## src/rtl/cpu4_pkg.sv

```systemverilog
// cpu4_pkg: shared constants and types for the 4-bit CPU.
//   Opcode encodings, ALU select encodings, sequencer FSM states and
//   the decoded control bundle shared by instr_decode and instr_sequencer.
package cpu4_pkg;

  localparam int unsigned OPC_W = 4;

  localparam logic [OPC_W-1:0] OP_LDI  = 4'b0000;
  localparam logic [OPC_W-1:0] OP_ADDI = 4'b0011;
  localparam logic [OPC_W-1:0] OP_LDA  = 4'b0101;
  localparam logic [OPC_W-1:0] OP_JMP  = 4'b1000;
  localparam logic [OPC_W-1:0] OP_JNC  = 4'b1001;
  localparam logic [OPC_W-1:0] OP_STA  = 4'b1010;
  localparam logic [OPC_W-1:0] OP_SUBI = 4'b1100;

  localparam logic [1:0] ALU_IMM = 2'd0;
  localparam logic [1:0] ALU_ADD = 2'd1;
  localparam logic [1:0] ALU_SUB = 2'd2;
  localparam logic [1:0] ALU_MEM = 2'd3;

  localparam logic [1:0] ST_FETCH = 2'd0;
  localparam logic [1:0] ST_EXEC  = 2'd1;
  localparam logic [1:0] ST_HALT  = 2'd2;

  typedef struct packed {
    logic       acc_we;
    logic [1:0] alu_op;
    logic       mem_re;
    logic       mem_we;
    logic       is_jmp;
    logic       is_jnc;
  } ctrl_t;

endpackage

```

## src/rtl/instr_decode.sv

```systemverilog
// instr_decode: combinational opcode decoder.
//   i_opcode : latched opcode nibble
//   o_ctrl   : {acc_we, alu_op, mem_re, mem_we, is_jmp, is_jnc}
module instr_decode
  import cpu4_pkg::*;
(
  input  logic [OPC_W-1:0] i_opcode,
  output ctrl_t            o_ctrl
);

  // Unlisted opcodes fall through as NOP.
  always_comb begin
    o_ctrl = '0;
    case (i_opcode)
      OP_LDI:  begin o_ctrl.acc_we = 1'b1; o_ctrl.alu_op = ALU_IMM; end
      OP_ADDI: begin o_ctrl.acc_we = 1'b1; o_ctrl.alu_op = ALU_ADD; end
      OP_SUBI: begin o_ctrl.acc_we = 1'b1; o_ctrl.alu_op = ALU_SUB; end
      OP_LDA:  begin
        o_ctrl.mem_re = 1'b1;
        o_ctrl.acc_we = 1'b1;
        o_ctrl.alu_op = ALU_MEM;
      end
      OP_STA:  o_ctrl.mem_we = 1'b1;
      OP_JMP:  o_ctrl.is_jmp = 1'b1;
      OP_JNC:  o_ctrl.is_jnc = 1'b1;
      default: o_ctrl = '0;
    endcase
  end

endmodule

```

## src/rtl/instr_sequencer.sv

```systemverilog
// instr_sequencer: fetch/decode/sequence stage of the 4-bit CPU.
//   CLK, RST        : clock, synchronous active-high reset
//   pc              : registered ROM address
//   rom_a, rom_d    : opcode / immediate nibbles from ROM at pc
//   carry_flag      : datapath carry, sampled on the completing EXEC cycle
//   stall           : holds EXEC while high
//   imm             : latched immediate (RAM address)
//   acc_we, alu_op,
//   mem_re, mem_we  : datapath strobes, valid only in EXEC
//   halted          : set after a jump-to-self
module instr_sequencer
  import cpu4_pkg::*;
#(
  parameter int unsigned PC_W  = 4,
  parameter int unsigned OP_W  = 4,
  parameter int unsigned IMM_W = 4
) (
  input  logic             CLK,
  input  logic             RST,
  output logic [PC_W-1:0]  pc,
  input  logic [OP_W-1:0]  rom_a,
  input  logic [IMM_W-1:0] rom_d,
  input  logic             carry_flag,
  input  logic             stall,
  output logic [IMM_W-1:0] imm,
  output logic             acc_we,
  output logic [1:0]       alu_op,
  output logic             mem_re,
  output logic             mem_we,
  output logic             halted
);

  localparam int unsigned IR_W = OP_W + IMM_W;

  logic [1:0]      r_state;
  logic [PC_W-1:0] r_pc;
  logic [IR_W-1:0] r_ir;
  logic            r_halted;

  logic [1:0]      w_state_nxt;
  logic [PC_W-1:0] w_pc_nxt;
  logic [IR_W-1:0] w_ir_nxt;
  logic [PC_W-1:0] w_target;
  logic            w_take;
  logic            w_exec;
  ctrl_t           w_ctrl;

  instr_decode u_decode (
    .i_opcode (OPC_W'(r_ir[IR_W-1:IMM_W])),
    .o_ctrl   (w_ctrl)
  );

  // State, pc and IR registers.
  always_ff @(posedge CLK) begin
    if (RST) begin
      r_state  <= ST_FETCH;
      r_pc     <= '0;
      r_ir     <= '0;
      r_halted <= 1'b0;
    end else begin
      r_state  <= w_state_nxt;
      r_pc     <= w_pc_nxt;
      r_ir     <= w_ir_nxt;
      r_halted <= (w_state_nxt == ST_HALT);
    end
  end

  // Next-state logic; jump resolution happens only when EXEC completes.
  always_comb begin
    w_state_nxt = r_state;
    w_pc_nxt    = r_pc;
    w_ir_nxt    = r_ir;
    w_target    = PC_W'(r_ir[IMM_W-1:0]);
    w_take      = 1'b0;
    case (r_state)
      ST_FETCH: begin
        w_ir_nxt    = {rom_a, rom_d};
        w_state_nxt = ST_EXEC;
      end
      ST_EXEC: begin
        if (!stall) begin
          w_take = w_ctrl.is_jmp | (w_ctrl.is_jnc & ~carry_flag);
          if (w_take && (w_target == r_pc)) begin
            w_state_nxt = ST_HALT;
          end else begin
            w_pc_nxt    = w_take ? w_target : r_pc + PC_W'(1);
            w_state_nxt = ST_FETCH;
          end
        end
      end
      ST_HALT:  w_state_nxt = ST_HALT;
      default:  w_state_nxt = ST_FETCH;
    endcase
  end

  // Strobes come from the registered IR and state, gated to EXEC.
  assign w_exec = (r_state == ST_EXEC);
  assign acc_we = w_exec & w_ctrl.acc_we;
  assign alu_op = w_exec ? w_ctrl.alu_op : ALU_IMM;
  assign mem_re = w_exec & w_ctrl.mem_re;
  assign mem_we = w_exec & w_ctrl.mem_we;

  assign pc     = r_pc;
  assign imm    = r_ir[IMM_W-1:0];
  assign halted = r_halted;

endmodule

```

## config.mk

```make
export PLATFORM = sky130hd
export DESIGN_NAME = instr_sequencer
export DESIGN_NICKNAME = d
export VERILOG_FILES = /design/src/rtl/cpu4_pkg.sv /design/src/rtl/instr_decode.sv /design/src/rtl/instr_sequencer.sv
export SDC_FILE = /design/constraint.sdc
export NUM_CORES = 1
export LEC_CHECK = 0
export BUFFER_PORTS_ARGS = -buffer_cell sky130_fd_sc_hd__buf_2
export CORE_MARGIN = 2
export CORE_UTILIZATION = 46
export CTS_BUF_LIST = sky130_fd_sc_hd__clkbuf_4
export DETAILED_ROUTE_END_ITERATION = 12
export GPL_ROUTABILITY_DRIVEN = 0
export PLACE_DENSITY = 0.78
export SYNTH_ARGS = -nofsm -noshare
export SYNTH_HDL_FRONTEND = slang
export SYNTH_SLANG_ARGS = --single-unit
```

## constraint.sdc

```tcl
create_clock -name CLK -period 1.7 [get_ports CLK]
set_clock_uncertainty 0.15 [all_clocks]
set_input_delay 0.34 -clock CLK [delete_from_list [all_inputs] [get_ports CLK]]
set_output_delay 0.34 -clock CLK [all_outputs]
set_load 0.005 [all_outputs]
```

* Word level (Yosys, flattened, before mapping)
Index checks and enable logic that the tools add are counted.
** Word-level totals
- Register bits :: 15
- Bits in latches :: 0
- RAM bits :: 0
- Memory bits (read-only) :: 0
- Input bits :: 12
- Output and inout port bits :: 14
- Word-level logic and storage cells :: 37
- Memories kept :: 0
** Cells by class
- $add $sub $neg :: 1
- Multiply operators :: 0
- Divide/modulo/power cells :: 0
- Order comparisons :: 0
- Equal/unequal tests :: 10
- Shifts and indexed selects :: 0
- Muxes and demuxes :: 10
- Bitwise gates (word level) :: 8
- Reductions and logical operators :: 4
** Operators by type and width (number)
- $eq A4 B4 Y1 const B :: 4
- $pmux W3 S4 :: 1
- $mux W2 :: 3
- $pmux W2 S3 :: 1
- $add A4 B1 Y4 const B :: 1
- $and A1 B1 Y1 :: 4
- $eq A2 B2 Y1 const B :: 2
- $eq A4 B2 Y1 const B :: 1
- $eq A4 B3 Y1 const B :: 1
- $eq A4 B4 Y1 :: 1
- $logic_not A4 Y1 :: 1
- $mux W1 :: 4
- $mux W4 :: 1
- $not A1 Y1 :: 3
- $reduce_and A3 Y1 :: 1
- $eq A2 B1 Y1 const B :: 1
- $logic_not A2 Y1 :: 1
- $logic_and A1 B1 Y1 :: 1
- $or A1 B1 Y1 :: 1

* Depth between registers and ports, before layout
- Depth after elaboration :: 9
- Depth in mapped cells :: 6
- Gate-level depth less buffers :: 5

* By module
From an unflattened synthesis, not the netlist that was laid out.
** Second synthesis, totals
- Cell total of the unflattened synthesis :: 106
- Area total of the unflattened synthesis :: 897.1 sq um
** Modules (own cells, without submodules)
- instr_sequencer :: times used 1, cells an instance 91, area each 778.2 sq um, seq. area each 300.3 sq um
- instr_decode :: times used 1, cells an instance 15, area each 118.9 sq um, seq. area each 0.0 sq um

* Least setup slack after synthesis
Ideal clock, no wire load.
- Kind :: flip-flop to flip-flop
- Start point :: register r_ir[7]
- End point :: register r_pc[1], in the netlist pc[1]
- Setup time :: 128 ps
- Arrival :: 1376 ps
- Data required time :: 1422 ps
- Setup slack :: 46 ps
- Stages on the path, launching flop included :: 7
- Path buffers :: 1
- Period minus slack after synthesis :: 1654 ps
- Cell sequence :: dfxtp_1 > inv_2 > a2111oi_4 > buf_6 > mux2_2 > mux2i_1 > nor2_1
** Between the ends
- Longest elaborated chain between the ends :: 7
- Elaborated cells on any way between the ends :: 10
- Those cells by class :: eq/ne (2); mux (3); bitwise (3); reduce/logical (2)
** Ends and longest elaborated chain
- from (decl) :: RTL line instr_sequencer.sv:37 : logic [IR_W-1:0] r_ir;
- from (signal assigned) :: RTL line instr_sequencer.sv:63 : r_ir <= w_ir_nxt;
- $eq A4 B4 Y1 :: RTL line instr_decode.sv:14 : case (i_opcode)
- $mux W1 :: RTL line instr_decode.sv:14
- $and A1 B1 Y1 :: RTL line instr_sequencer.sv:82 : w_take = w_ctrl.is_jmp | (w_ctrl.is_jnc & ~carry_flag);
- $or A1 B1 Y1 * :: RTL line instr_sequencer.sv:82
- $logic_and A1 B1 Y1 :: RTL line instr_sequencer.sv:83 : if (w_take && (w_target == r_pc)) begin
- $not A1 Y1 (no line)
- $reduce_and A3 Y1 (no line)
- to (signal assigned) :: RTL line instr_sequencer.sv:62 : r_pc <= w_pc_nxt;
- to (decl) :: RTL line instr_sequencer.sv:36 : logic [PC_W-1:0] r_pc;
Mark *: on every way between the ends. The rest lies on a longest branch, timed or not.
A chain may end at the register's enable or synchronous reset.

* Worst setup path after layout
- Start point :: register r_ir[5]
- End point :: output port acc_we
** Between the ends
- Longest elaborated chain between the ends :: 3
- Elaborated cells on any way between the ends :: 6
- Those cells by class :: eq/ne (3); mux (1); bitwise (1); reduce/logical (1)
** Ends and longest elaborated chain
- $eq A4 B3 Y1, or another cell as far along :: RTL line instr_decode.sv:14
- $pmux W3 S4 * :: RTL line instr_decode.sv:14
- $and A1 B1 Y1 * :: RTL line instr_sequencer.sv:98 : assign acc_we = w_exec & w_ctrl.acc_we;
- to (decl) :: RTL line instr_sequencer.sv:26 : output logic acc_we,
Marked as above.

==> impl_results.md <==
- Worst-Skew Late Latency: 0.30 ns
- Worst setup EP type: output pin
- Mapped Nets: 112
- Hold_buf cts: 0
- Post-synthesis compound-gate area fraction: 24.2%
- Multiplexer area fraction after synthesis: 2.64%
- Final Hold Viols: 0
- Vias in the first global route: 802
- Ys flop type: dfxtp_1
- Largest net degree at the start of global routing: 16
- Status: complete, but fails checks
- FP Rows: 15
- Fin nets: 145
- Layout cells sized above 1: 54.2%
- Tcrit/Tclk final: 110%
- Port buffer count: 25
- Post-synthesis simple-gate area fraction: 22.6%
- Total Power: 0.806 mW
- Root buf cell: clkbuf_4
- P&R area growth vs syn: 43.3%
- First-pass GRT wire length: 3.47 mm
- Synth cell count leaders: dfxtp_1 (15), a21oi_1 (13), nand2_1 (12)
- Initial antenna violation count: 0
- Deepest clock path buffer count: 2
- WL/cell: 15.7 um
- Worst Path Required: 1.21 ns
- Reg clk slew, reported paths: 0.10 ns
- Final WL: 2.33 mm
- Register bit count reported by yosys: 15
- DR vias: 857
- PnR worst setup slack: -0.170 ns
- Startpoint Class: flop
- Hpwl dp: 1.37 mm
- MaxCap Viol Count: 0
- Die ar.: 2110 um2
- Htree depth: 1
- Total grt overflow: 0
- Core area: 1690 um2
- Synth Area in XOR/XNOR: 4.34%
- CP max-delay cell: dfxtp_4
- Area of the multi-input gates: 556 um2
- FF+latch area: 314 um2
- Pre-CTS setup slack: -0.0220 ns
- # setup viols final: 6
- Worst Path Arrival: 1.38 ns
- CTS tree: done
- Top cell type by total area after synthesis: dfxtp_1
- FMAX: 535 MHz
- Worst hold margin: 0.107 ns
- Biggest cell delay along the critical path: 0.39 ns
- Final min period: 1.87 ns
- Async SR Flop Fraction: 0%
- Cells after Synth: 99
- CP Buf/Inv Count: 1
- Fillers: 132
- Failing checks: negative setup slack
- RSZ-0062 raised after global routing: true
- Worst min path class: primary input to flop
- Critical Path Stages: 6
- Share of the synthesized area in the top cell type: 37.2%
- Crit-path cells: nand2b_4 > nand2_4 > a21oi_2 > o22a_1 > nor2_1 > buf_2
- Yosys warns: 0
- Pwr Density: 697 nW/um2
- Static leakage: 0.511 nW
- Min-Delay Path Depth: 3
- Sequential share of the synthesized area: 37.2%
- Yosys cell types: 30
- Synth area leaders: dfxtp_1 (37%), a21oi_1 (8.1%), o21ai_0 (5.6%), nand2_1 (5.6%), xor2_1 (4.3%)
- CTS sink cnt: 15
- Slew HR: 71.7%
- Adder-Cell Fraction of Synth Area: 1.55%
- Drt first-iter violations: 28
- Pre-antenna DRT Iters: 6
- Initial core utilization: 47.8%
- Max rail drop VDD: 0.372 mV
- Cell with the most instances after synthesis: dfxtp_1
- Post-synth EDFFs: 0
- Chip height: 45.9 um
- Die Wd: 45.9 um
- CP max FO: 5
- I/O Pins: 26
- Worst-margin pin slew: 0.425 ns
- Pins Over Slew Limit: 0
- DRC violations left: 0
- Reg2Reg Depth: 6
- Combinational family with the most area after synthesis: compound AO/OA/AOI/OAI gates
- Syn Std Cell Area: 807 um2
- Number of antenna diodes: 0
- CP Class: flop to output pin
- Post-DRT Antenna Nets: 0
- GRT Total Usage: 23.4%
- CP top delay family: flip-flops
- TritonCTS Buffers: 3
- Vias per inst: 5.79
- Syn avg cell area: 8.15 um2
[final timing paths]
kind             end  startpoint  slack [ns]
max           acc_we     r_ir[5]       -0.17
min          r_ir[5]    rom_a[1]        0.11
max reg2reg    pc[2]     r_ir[6]       -0.04
min reg2reg    pc[3]       pc[3]        0.36
[timing repair]
action	4_1_cts	5_1_grt
setup buffers	4	0
resized for setup	23	14
setup endpoints to repair	6	9
pin swaps	6	6
[where the power goes]
| group | internal (mW) | switching [mW] | total, mW |
|---|---|---|---|
| Sequential | 0.369 | 0.0275 | 0.396 |
| Clock | 0.0879 | 0.130 | 0.218 |
| Combinational | 0.0969 | 0.0943 | 0.191 |
| Total | 0.554 | 0.252 | 0.806 |
[layout by cell type, fill, tap and decap left out, types with 2 or more instances in the layout]
master / instances
nand2_1: 8
nand2b_4: 4
buf_2: 25
a21oi_1: 10
clkbuf_4: 3
o21ai_0: 9
a21o_1: 2
a21oi_2: 3
xor2_1: 3
dfxtp_1: 10
nor3_1: 3
buf_4: 7
buf_6: 5
nor2_1: 5
dfxtp_2: 2
nand2_2: 3
dfxtp_4: 3
o21ai_2: 2
[sequential cells by signal, summed over array words and instances (netlist names)]
name and flops:
r_ir 8, r_state 2, halted 1, pc 4
[tightest hold or removal path, stage by stage]
cell	delay (ns)
buf_2	0.10
nand2_1	0.04
a21oi_1	0.05
[per-stage QoR]
stage	instances	util [%]	TNS, ns	instance area (um2)
CTS	148	65.2	-0.191	1100
detailed placement	140	56.7	-0.0258	957
finish	148	68.4	-0.487	1160
floorplan	99	-	0	807
global route	148	68.4	-0.682	1160
global placement	140	56.7	0	957
[cell families (layout without fill, tap and decap cells)]
| group | after synthesis | count (layout) |
|---|---|---|
| muxes | 2 | 2 |
| adders and majority gates | 1 | 1 |
| and+or+nand+nor | 36 | 36 |
| buffers and inverters | 10 | 42 |
| DFF | 15 | 15 |
| AOI/OAI and AO/OA | 31 | 31 |
| xor gates and xnor gates | 4 | 4 |
[area by class of cell]
| type | count | area share, % |
|---|---|---|
| clock buffer | 3 | 1.95 |
| clock inverter | 1 | 0.433 |
| inverter | 1 | 0.325 |
| multi-input combinational | 74 | 48.1 |
| sequential | 15 | 27.2 |
| tap | 17 | 1.84 |
| timing repair buffer | 37 | 20.2 |
[routing by layer]
metal	track usage (%)	wire, um	up-vias
met5	0	0	-
met4	13.1	86	0
met3	4.76	86	8
met2	38.9	1170	37
li1	-	-	409
met1	27.4	985	403
Note: power is estimated with default switching activity, not from simulation.
